### src/rtl/inst_queue.sv
// Instruction buffer between fetch and decode: circular FIFO of {instr, pc, adel}
// with full flush and keep-head flush for branch redirects.
module inst_queue #(
    parameter int DEPTH = 8,
    parameter int AW    = 3
) (
    input  logic          clk,
    input  logic          rst,
    input  logic          flush,
    input  logic          flush_keep_head,
    input  logic          push,
    input  logic [31:0]   push_instr,
    input  logic [31:0]   push_pc,
    input  logic          push_adel,
    output logic          full,
    output logic          almost_full,
    output logic [AW:0]   count,
    input  logic          stallD,
    output logic [31:0]   instrD,
    output logic [31:0]   pcD,
    output logic          adelD,
    output logic          validD
);

    localparam logic [AW:0] FullCnt   = (AW+1)'(DEPTH);
    localparam logic [AW:0] AlmostCnt = (AW+1)'(DEPTH - 1);

    logic [31:0]   instr_q [DEPTH];
    logic [31:0]   pc_q    [DEPTH];
    logic          adel_q  [DEPTH];

    logic [AW-1:0] rptr_q, rptr_d;
    logic [AW-1:0] wptr_q, wptr_d;
    logic [AW:0]   count_q, count_d;

    logic          pop;
    logic          pushOk;
    logic [AW-1:0] headIdx;

    assign validD      = (count_q != '0);
    assign full        = (count_q == FullCnt);
    assign almost_full = (count_q >= AlmostCnt);
    assign count       = count_q;

    assign pop    = validD & ~stallD;
    assign pushOk = push & ~full & ~flush & ~flush_keep_head;

    // Empty queue presents an all-zero word (SLL $0) so decode sees a legal no-op.
    assign instrD = validD ? instr_q[rptr_q] : 32'h0;
    assign pcD    = validD ? pc_q[rptr_q]    : 32'h0;
    assign adelD  = validD ? adel_q[rptr_q]  : 1'b0;

    always_comb begin
        headIdx = rptr_q + AW'(pop);
        rptr_d  = rptr_q;
        wptr_d  = wptr_q;
        count_d = count_q;
        if (flush) begin
            rptr_d  = '0;
            wptr_d  = '0;
            count_d = '0;
        end else if (flush_keep_head) begin
            // Keep only the entry that becomes head after this cycle's pop (delay slot).
            rptr_d = headIdx;
            if ((count_q - (AW+1)'(pop)) != '0) begin
                wptr_d  = headIdx + AW'(1);
                count_d = (AW+1)'(1);
            end else begin
                wptr_d  = headIdx;
                count_d = '0;
            end
        end else begin
            rptr_d = headIdx;
            if (pushOk) begin
                wptr_d = wptr_q + AW'(1);
            end
            case ({pushOk, pop})
                2'b10:   count_d = count_q + (AW+1)'(1);
                2'b01:   count_d = count_q - (AW+1)'(1);
                default: count_d = count_q;
            endcase
        end
    end

    always_ff @(posedge clk) begin
        if (rst) begin
            rptr_q  <= '0;
            wptr_q  <= '0;
            count_q <= '0;
        end else begin
            rptr_q  <= rptr_d;
            wptr_q  <= wptr_d;
            count_q <= count_d;
        end
    end

    always_ff @(posedge clk) begin
        if (pushOk && !rst) begin
            instr_q[wptr_q] <= push_instr;
            pc_q[wptr_q]    <= push_pc;
            adel_q[wptr_q]  <= push_adel;
        end
    end

endmodule

### config.mk
export PLATFORM = sky130hd
export DESIGN_NAME = inst_queue
export DESIGN_NICKNAME = d
export VERILOG_FILES = /design/src/rtl/inst_queue.sv
export SDC_FILE = /design/constraint.sdc
export NUM_CORES = 1
export LEC_CHECK = 0
export ABC_AREA = 1
export ABC_CLOCK_PERIOD_IN_PS = 8700
export CAP_MARGIN = 15
export CORE_UTILIZATION = 30
export DETAILED_ROUTE_END_ITERATION = 10
export SLEW_MARGIN = 20
export SYNTH_ARGS = -nofsm -noshare
export SYNTH_HDL_FRONTEND = slang
export SYNTH_SLANG_ARGS = --single-unit
### constraint.sdc
create_clock -name clk -period 8.7 [get_ports clk]
set_clock_uncertainty 0.2 [all_clocks]
set_input_delay 1.74 -clock clk [delete_from_list [all_inputs] [get_ports clk]]
set_output_delay 1.74 -clock clk [all_outputs]
set_load 0.01 [all_outputs]
==> out/summary.txt <==
Post-Synthesis Cells = 1587
Yosys cell types = 32
Slowest CP cell = inv_8
Cell Chain, Critical Path = inv_8, buf_4, o21ai_0, o22ai_1, o21ai_1, a31oi_1, clkdlybuf4s50_1
Hold depth = 2
Syn Area/Cell = 13.1 µm²
WL/cell = 19.5 µm
Avg Vias per Cell = 4.86
H-tree levels = 2
Die Span Y = 266 µm
Vias in the first global route = 13000
Critical Path Max Stage Delay = 0.84 ns
CTS tree = built
Gp weighted congestion = 0.742
Register Area = 15800 µm²
Area of the multi-input gates = 4460 µm²
Hold slack = 0.417 ns
Max-slew headroom = 0.264
Fin. Hold Viols = 0
DPL Wire Length = 27.5 mm
Clock sink count = 530
Clock Tree Buf Depth = 3
Slew Viols, Final = 0
CP Max Fanout = 198
Post-route DRC = 0
Status = finished, final reports clean
Routed Antenna Nets = 0
Seq/Total Area, Yosys = 0.759
Final WL = 52.2 mm
First-pass GRT wire length = 79.1 mm
CP endpoint kind = output port
Worst vdd ir = 146 µV
Pre-Repair DR Iteration Count = 7
Seq cells post-synth = 530
FILL cells = 6593
Core ar. = 68700 µm²
Root buf cell = clkbuf_16
Worst-path clk slew = 0.06 ns
Final setup violation count = 0
Clk_lat worst skew = 0.60 ns
Worst min path class = reg -> reg
Post-synth EDFFs = 520
Worst slew pin tran = 1.10 ns
Post-CTS setup buffers = 0
Async S/R FF share, synth = 0
Die Wd = 266 µm
Crit path kind = reg -> out
Initial antenna violation count = 4
PwrDens = 207 nW/µm²
Vias post-DR = 13000
Max Cap Viol = 0
Mapped Nets = 1666
Post-CTS Resized = 0
Fin crit share = 0.702
Area Growth Syn to Fin = 19.0%
Critical path arrival = 4.16 ns
Final net count = 1778
Post-Syn Area = 20800 µm²
Worst path required time = 6.76 ns
Critical Path Start Type = flop
Hold_buf cts = 0
Num CTS Buffers = 54
Leak pwr = 7.85 nW
R2R depth = 7
Share of cells above drive strength 1 = 0.0643
Highest clock rate = 164 MHz
RSZ-0062 raised after global routing = false
Total power = 5.14 mW
Yosys warns = 0
Total track usage = 0.146
Io pins = 143
Row Count = 96
Synth Flop Type = edfxtp_1
Starting density of the core = 0.303
Port buffer count = 142
Post-route setup TNS = 0 ns
DIE AREA = 70500 µm²
GR Overflow Total = 0
Largest net degree at the start of global routing = 199
DRT iter0 DRCs = 1087
Fin crit period = 6.10 ns
[per-layer routing]
metal	up-vias	part of all wire	global-route usage
li1	6092	-	-
met1	6460	0.43	0.186
met2	368	0.50	0.255
met3	69	0.052	0.0218
met4	4	0.020	0.0449
met5	-	0.00044	0
[registers in the layout, summed over array words and instances, names as in the netlist]
signal   count
instr_q    256
pc_q       256
adel_q       8
count        4
rptr_q       3
wptr_q       3
[cell usage after synthesis, drive strengths merged, types with 2 or more instances]
| library cell | n | area share |
|---|---|---|
| o22ai | 65 | 0.020 |
| nand4 | 3 | 0.00090 |
| ha | 7 | 0.0042 |
| xor2 | 2 | 0.00084 |
| nand3 | 9 | 0.0024 |
| edfxtp | 520 | 0.75 |
| a31oi | 65 | 0.020 |
| nand2 | 23 | 0.0044 |
| a21oi | 15 | 0.0038 |
| dfxtp | 10 | 0.0096 |
| buf | 47 | 0.016 |
| nor2 | 406 | 0.073 |
| o21ai | 330 | 0.079 |
| xnor2 | 2 | 0.00084 |
| inv | 18 | 0.0036 |
| nor3 | 2 | 0.00048 |
| clkbuf | 59 | 0.011 |
[cell type report]
cell class / instances / share of cell area
diodes: 2 / 0.000202
repair buffers: 162 / 0.0663
clock inverters: 29 / 0.00853
inverters: 18 / 0.00323
clock buffers: 69 / 0.0568
well taps: 931 / 0.0470
multi-input cells: 933 / 0.180
flip-flops and latches: 530 / 0.638
[per-stage QoR]
stage | util | std cells | instance area [µm²] | worst slack [ns]
2_1_floorplan | - | 1587 | 20800 | 1.16
3_3_place_gp | 0.336 | 2570 | 23100 | 3.20
3_5_place_dp | 0.337 | 2573 | 23100 | 3.20
4_1_cts | 0.360 | 2671 | 24800 | 2.55
5_1_grt | 0.361 | 2674 | 24800 | 2.28
6_report | 0.361 | 2674 | 24800 | 2.60
[worst paths after layout]
path	from	endpoint	slack (ns)
max	rptr_q[0]	instrD[16]	2.60
min	count[3]	count[3]	0.42
min reg2reg	count[3]	count[3]	0.42
max reg2reg	count[0]	instr_q[3][2]	5.26
[cell families (layout without fill, tap and decap cells)]
logic type | after synthesis | in the layout | synth area share
buffers and inverters | 124 | 278 | 0.0301
xor gates and xnor gates | 4 | 4 | 0.00168
DFF | 530 | 530 | 0.759
other | 0 | 2 | 0
AOI/OAI and AO/OA | 475 | 475 | 0.122
and+or+nand+nor | 446 | 446 | 0.0822
adders and majority gates | 8 | 8 | 0.00516
[power breakdown]
group          internal [mW]  switching [mW]
Clock                   1.20           0.945
Combinational         0.0696           0.107
Sequential              2.81         0.00568
Total                   4.08            1.06
[worst max-delay path: cells and delay by family (launching register included)]
family / cells / cell delay [ns]
buffers and inverters: 3 / 2.05
AO/OA/AOI/OAI: 4 / 0.70
flip-flops: 1 / 0.61
[cell usage in the layout, fill, tap and decap left out, drive strengths merged]
cell | Yosys | layout
edfxtp | 520 | 520
nor2 | 406 | 406
o21ai | 330 | 330
clkdlybuf4s50 | 0 | 142
clkbuf | 59 | 69
o22ai | 65 | 65
a31oi | 65 | 65
nand2 | 23 | 23
clkinv | 0 | 23
inv | 18 | 21
buf | 47 | 20
a21oi | 15 | 15
dfxtp | 10 | 10
nand3 | 9 | 9
ha | 7 | 7
nand4 | 3 | 3
diode | 0 | 2
nor3 | 2 | 2
xor2 | 2 | 2
xnor2 | 2 | 2
bufinv | 0 | 2
or3 | 1 | 1
or2 | 1 | 1
nand3b | 1 | 1
fa | 1 | 1
clkinvlp | 0 | 1
(Power assumes the default switching activity.)
